**config.mk**
```make
export PLATFORM = sky130hd
export DESIGN_NAME = dmem_access_ctrl
export DESIGN_NICKNAME = d
export VERILOG_FILES = /design/src/rtl/dmem_access_ctrl.sv
export SDC_FILE = /design/constraint.sdc
export NUM_CORES = 1
export LEC_CHECK = 0
export BUFFER_PORTS_ARGS = -buffer_cell sky130_fd_sc_hd__buf_2
export CORE_ASPECT_RATIO = 1.4
export CORE_MARGIN = 3
export CORE_UTILIZATION = 40
export DETAILED_ROUTE_END_ITERATION = 12
export PLACE_DENSITY = 0.7
export SLEW_MARGIN = 15
export SYNTH_ARGS = -nofsm -noshare
export SYNTH_HDL_FRONTEND = slang
export SYNTH_SLANG_ARGS = --single-unit
```
**constraint.sdc**
```tcl
create_clock -name clk -period 2 [get_ports clk]
set_clock_uncertainty 0.1 [all_clocks]
set_input_delay 0.2 -clock clk [delete_from_list [all_inputs] [get_ports clk]]
set_output_delay 0.2 -clock clk [all_outputs]
set_load 0.02 [all_outputs]
```
**src/rtl/dmem_access_ctrl.sv**
```systemverilog
// dmem_access_ctrl: arbitrates fetch and load/store access to a single-port data memory.
// Sub-word stores are turned into read-modify-write sequences.
module dmem_access_ctrl #(
  parameter int ADDR_W = 32,
  parameter int DATA_W = 32
) (
  input  logic                  clk,
  input  logic                  reset,
  input  logic                  if_req,
  input  logic [ADDR_W-1:0]     if_addr,
  output logic                  if_ack,
  output logic [DATA_W-1:0]     if_rdata,
  output logic                  if_err,
  input  logic                  d_req,
  input  logic                  d_we,
  input  logic [DATA_W/8-1:0]   d_be,
  input  logic [ADDR_W-1:0]     d_addr,
  input  logic [DATA_W-1:0]     d_wdata,
  output logic                  d_ack,
  output logic [DATA_W-1:0]     d_rdata,
  output logic                  d_err,
  output logic                  mem_we,
  output logic [ADDR_W-1:0]     mem_addr,
  output logic [DATA_W-1:0]     mem_wdata,
  input  logic [DATA_W-1:0]     mem_rdata,
  input  logic                  mem_err,
  output logic                  busy
);
  typedef enum logic [2:0] {IDLE, RD, RMW_RD, WR, DONE} state_t;
  state_t state, next;
  logic last_d, gd, req_any, pick_d, mis, err_n, win_d;
  logic [DATA_W/8-1:0] lat_be;
  logic [DATA_W-1:0] lat_wdata, merged;
  logic [ADDR_W-1:0] sel_addr;

  // D wins a tie unless it won the previous grant
  assign req_any  = if_req | d_req;
  assign pick_d   = d_req & (~if_req | ~last_d);
  assign sel_addr = pick_d ? d_addr : if_addr;
  assign mis      = sel_addr[1:0] != 2'b00;
  assign win_d    = (state == IDLE) ? pick_d : gd;

  for (genvar i = 0; i < DATA_W/8; i++) begin : g_lane
    assign merged[8*i +: 8] = lat_be[i] ? lat_wdata[8*i +: 8] : mem_rdata[8*i +: 8];
  end

  always_ff @(posedge clk) begin
    if (reset) state <= IDLE;
    else state <= next;
  end

  always_comb begin
    next = state;
    case (state)
      IDLE:    if (req_any) next = mis ? DONE : !(pick_d && d_we) ? RD :
                                   (&d_be) ? WR : (d_be == '0) ? DONE : RMW_RD;
      RD:      next = DONE;
      RMW_RD:  next = mem_err ? DONE : WR;
      WR:      next = DONE;
      default: next = IDLE;
    endcase
  end

  always_comb begin
    busy   = (state != IDLE) && !reset;
    mem_we = (state == WR) && !reset;
    d_ack  = (state == DONE) && gd && !reset;
    if_ack = (state == DONE) && !gd && !reset;
  end

  // err to report if this cycle is the last before DONE
  assign err_n = (state == IDLE) ? mis : (state == RD || state == RMW_RD) ? mem_err : 1'b0;

  always_ff @(posedge clk) begin
    if (reset) begin
      last_d    <= 1'b0;
      gd        <= 1'b0;
      lat_be    <= '0;
      lat_wdata <= '0;
      mem_addr  <= '0;
      mem_wdata <= '0;
      if_rdata  <= '0;
      d_rdata   <= '0;
      if_err    <= 1'b0;
      d_err     <= 1'b0;
    end else begin
      if (state == IDLE && req_any) begin
        gd        <= pick_d;
        last_d    <= pick_d;
        lat_be    <= d_be;
        lat_wdata <= d_wdata;
        mem_addr  <= {sel_addr[ADDR_W-1:2], 2'b00};
        if (pick_d && d_we) mem_wdata <= d_wdata;
      end
      if (state == RMW_RD) mem_wdata <= merged;
      if (next == DONE && state != DONE) begin
        if (win_d) begin
          d_err <= err_n;
          if (state == RD) d_rdata <= mem_rdata;
        end else begin
          if_err <= err_n;
          if (state == RD) if_rdata <= mem_rdata;
        end
      end
    end
  end
endmodule

```
======== Yosys cells after proc, flatten, opt, wreduce, memory -nomap -nowiden ========
Index checks and enable logic that the tools add are counted.
cells by class
  equal/unequal tests ..................... 6
  muxes and demuxes ....................... 18
  bitwise operators ....................... 6
  reductions and logical operators ........ 25
operators by type and width
  cell                                            count
  two-way mux 32 bit                              4
  two-way mux 8 bit                               4
  two-way mux 3 bit                               6
  logical AND 1 bit                               9
  case mux 3 bit (3 select lines)                 1
  == test 3 x 2 -> 1 bit (second input constant)  2
  == test 3 bit (second input constant)           2
  AND reduction 2 bit                             3
  AND reduction 3 bit                             2
  nonzero test 2 bit                              3
  zero test 4 bit                                 1
  AND reduction 4 bit                             1
  == test 3 x 1 -> 1 bit (second input constant)  1
  zero test 3 bit                                 1
  two-way mux 1 bit                               3
  inequality test 3 bit (second input constant)   1
  inverter 1 bit                                  3
  nonzero test 3 bit                              1
  zero test 1 bit                                 2
  bitwise OR 1 bit                                2
  OR reduction 2 bit                              1
  AND 1 bit                                       1
  logical OR 1 bit                                1
storage, ports and cells
  register bits ........................... 168
  bits of input ports ..................... 138
  output and inout bits ................... 134

======== Logic depth before layout (Yosys ltp) ========
  depth in word-level cells ............... 11
  depth in mapped cells ................... 8

======== Worst setup path before layout ========
No wires, ideal clock.
  path type ............................... register -> register
  start ................................... register gd
  end ..................................... register d_err
  setup time .............................. 0.121 ns
  arrival time ............................ 1.641 ns
  setup slack ............................. 0.139 ns
  stages on the path, launching flop included .. 8
  path buffers ............................ 2
  clock period less this slack ............ 1.861 ns
  path through ............................ dfxtp_1 > buf_4 > a21boi_2 > buf_6 > mux2_2 > o32a_1 > nor2_1 > mux2_2
between the ends
  cells in the longest elaborated chain, start to end .. 11
  elaborated cells on any way between the ends .. 15
  classes of those cells .................. eq/ne: 1; mux: 7; bitwise: 3; reduce/logical: 4
RTL lines
  element                                                  line  RTL
  start, declared                                          31    logic last_d, gd, req_any, pick_d, mis, err_n, win_d;
  start signal, assigned                                   88    gd <= pick_d;
  inverter 1 bit                                           n/a
  bitwise OR 1 bit                                         n/a
  AND 1 bit                                                n/a
  two-way mux 32 bit or logical AND 1 bit (tied branches)  n/a
  nonzero test 2 bit or two-way mux 3 bit (tied branches)  n/a
  two-way mux 3 bit (2 in a row)                           n/a
  case mux 3 bit (3 select lines)                          n/a
  == test 3 bit                                            n/a
  logical AND 1 bit                                        n/a
  AND reduction 2 bit (no line)                            n/a
  end signal, assigned                                     98    d_err <= err_n;
  end, declared                                            21    output logic d_err,
Parallel ways exist; a longest one is shown, timed or not.
A chain may end at the register's enable or synchronous reset.

======== Worst setup path after layout ========
  start ................................... input port d_be[2]
  end ..................................... register d_err
between the ends
  cells in the longest elaborated chain, start to end .. 10
  elaborated cells on any way between the ends .. 11
  classes of those cells .................. eq/ne: 1; mux: 6; reduce/logical: 4
RTL lines
  element                              line  RTL
  start, declared                      16    input logic [DATA_W/8-1:0] d_be,
  zero test 4 bit                      56    (&d_be) ? WR : (d_be == '0) ? DONE : RMW_RD;
  two-way mux 3 bit                    56
  two-way mux 3 bit (*)                56
  two-way mux 3 bit (*) (3 in a row)   55    IDLE: if (req_any) next = mis ? DONE : !(pick_d && d_we) ? RD :
  case mux 3 bit (3 select lines) (*)  54    case (state)
  == test 3 bit (*)                    96    if (next == DONE && state != DONE) begin
  logical AND 1 bit (*)                96
  AND reduction 2 bit (no line) (*)    n/a
Mark *: on every way between the ends. The rest lies on a longest branch, timed or not.

==> impl_metrics.py <==
metrics = {
    "outcome": {
        "status": "complete, no violations",
    },
    "worst_setup_path": {
        "slowest_stage": "dlygate4sd3_1",
        "slowest_delay_ps": 530,
        "worst-path-max-fanout": 3,
        "path_cells": "dlygate4sd3_1, buf_2, nor4_2, a311oi_1, o32a_1, nor2_1, mux2_2",
        "criticalPathCategory": "in -> reg",
        "cp-end-kind": "flip-flop",
        "startpoint_type": "input port",
        "cp_data_arrival_time_ps": 2100,
        "crit_required_ps": 2220,
    },
    "sta": {
        "fmaxAchievable_ghz": 0.532,
        "min_period_ps": 1880,
        "drv_slew": 0,
        "tightest_slew_ps": 570,
        "setup_viol": 0,
        "finalHoldViolations": 0,
        "slew_headroom_pct": 61.9,
        "rsz0062_at_grt": "no",
        "period_share_pct": 94.0,
        "setup_tns_ps": 0,
    },
    "clock_network": {
        "cts_tree": "done",
        "cts-buffers-inserted": 17,
        "root_buffer": "clkbuf_16",
        "numClockSinks": 168,
        "cts.path.max_buffers": 2,
        "clkTransAtPathRegs_ps": 70,
        "htreeDepth": 4,
        "clock_latency_ps": 430,
    },
    "synth": {
        "netlist_top_cells_area": "dfxtp_1, nand2_1, a21oi_1",
        "synth_area_um2": 6890,
        "yosys.area.top_type": "dfxtp_1",
        "synth-seq-area-share_pct": 48.8,
        "synth_commonest_cells": "nand2_1, dfxtp_1, a21oi_1, nor2_1, mux2i_1",
        "ys_ff_latch": 168,
        "synth_edf_count": 0,
        "synth_async_sr_flop_share_pct": 0,
        "yosysUniqueCellTypes": 35,
        "synth_top_area_share_pct": 48.8,
        "synth_top_flop_cell": "dfxtp_1",
        "syn_avg_cell_area_um2": 8.19,
        "yosysWarnings": 0,
        "synth.most_common_cell": "nand2_1",
        "synthCells": 841,
    },
    "die": {
        "initial_core_util_pct": 41.0,
        "io-pin-count": 272,
        "die_y_um": 161,
        "core.rowCount": 56,
        "coreArea_um2": 16800,
        "die_w_um": 117,
        "die-area_um2": 18900,
    },
    "detailed_routing": {
        "drt_first_pass_iters": 4,
        "remaining_drc_errors": 0,
        "wirelength_um": 21800,
        "drt_iter0_drc": 437,
        "vias_per_cell": 5.13,
        "wl_per_cell_um": 15.9,
        "vias": 7063,
        "postRouteAntennaNets": 0,
    },
    "finish": {
        "drive_gt1_share_pct": 28.7,
        "syn2layout_area_growth_pct": 43.8,
        "fin_nets": 1299,
        "antenna_cells": 0,
        "instances_no_fill": 1377,
        "nFillCells": 1483,
        "fin_util_pct": 58.9,
    },
    "global_routing": {
        "gr-total-overflow": 0,
        "grtUsageTotal_pct": 22.8,
        "grt_max_degree": 65,
        "grt_pass1_wl_um": 34000,
        "antenna_found_initial": 0,
        "grt_pass1_vias": 6858,
    },
    "pwr": {
        "p_leak_nw": 4.41,
        "p_total_mw": 8.71,
        "ir_drop_v": 0.000506,
        "cellPowerDensity_nw_per_um2": 879,
    },
    "placed_design": {
        "port_buffers": 269,
        "place_hpwl_um": 14500,
        "gp_congestion": 0.824,
        "place_inst": 1262,
    },
    "worst_hold_path": {
        "min_path_type": "in -> reg",
    },
    "job": {
        "cap_violations": 0,
    },
}
[critical path: cells and delay by family]
kind | cells | cell delay, ps
buffers and inverters | 2 | 680
and+or+nand+nor | 2 | 340
muxes | 1 | 340
AOI/OAI and AO/OA | 2 | 550
[where the power goes]
part	switching [mW]	internal, mW
sequential	0.152	3.58
clock	1.34	2.01
combinational	0.934	0.689
[logic make-up after synthesis]
kind of cell    Yosys count  synth area share (%)
compound gates          206                  17.7
xor+xnor                  1                 0.127
buf+inv                  75                  4.87
flops                   168                  48.8
mux                      66                  9.70
other cells               1                0.0544
simple gates            324                  18.7
[metal layers]
layer	GRT usage (%)	share of wire [%]	up-vias
li1	-	-	3489
met1	25.6	38	3219
met2	40.1	52	305
met3	4.80	6.3	50
met4	11.1	3.3	0
met5	0	0	-
[stage by stage]
step                worst slack (ps)  cell area [um2]  hold slack (ps)
floorplan                        139             6890              216
global placement                 107             8450              339
detailed placement              47.3             8450              343
CTS                             47.6             9900            0.372
global route                    13.9             9910             8.85
finish                           119             9910             10.9
[area by class of cell]
type	instances	area (um2)	area share (%)
sequential	168	3360	34.0
clock inverter	9	113	1.14
tap	203	254	2.56
timing repair buffer	375	2430	24.5
multi-input combinational	599	3250	32.8
clock buffer	23	498	5.03
[sequential cells by signal (all words and copies together) (netlist names)]
name,count
d_rdata,32
if_rdata,32
lat_wdata,32
mem_wdata,32
mem_addr,30
lat_be,4
state,3
d_err,1
gd,1
if_err,1
[path summary, 6_finish.rpt]
path                                  from                   endpoint  slack, ps  depth (start not counted)
setup reg to reg       state[1]$_SDFF_PP0_  mem_wdata[4]$_SDFFE_PP0P_        120                          6
hold / removal                 if_addr[17]  mem_addr[17]$_SDFFE_PP0P_         10                          3
hold reg to reg   d_rdata[24]$_SDFFE_PP0P_   d_rdata[24]$_SDFFE_PP0P_        350                          2
setup / recovery                   d_be[2]         d_err$_SDFFE_PP0P_        120                          7
[what timing repair did]
action | CTS | global route
setup buffers | 0 | 0
gates resized for setup | 0 | 3
hold endpoints to repair | 111 | 0
endpoints found under the setup margin | 0 | 3
hold buffers | 83 | 0
[cell usage in the layout (no fill, tap or decap), types with 4 or more instances in the layout]
master / instances
buf_4: 18
mux2i_1: 63
clkbuf_16: 17
a21oi_1: 135
nor2_1: 100
clkbuf_8: 5
nor3_1: 4
nand2_1: 203
a211oi_1: 62
dlygate4sd3_1: 83
buf_12: 6
dfxtp_1: 167
buf_2: 268
Note: power is estimated with default switching activity, not from simulation.
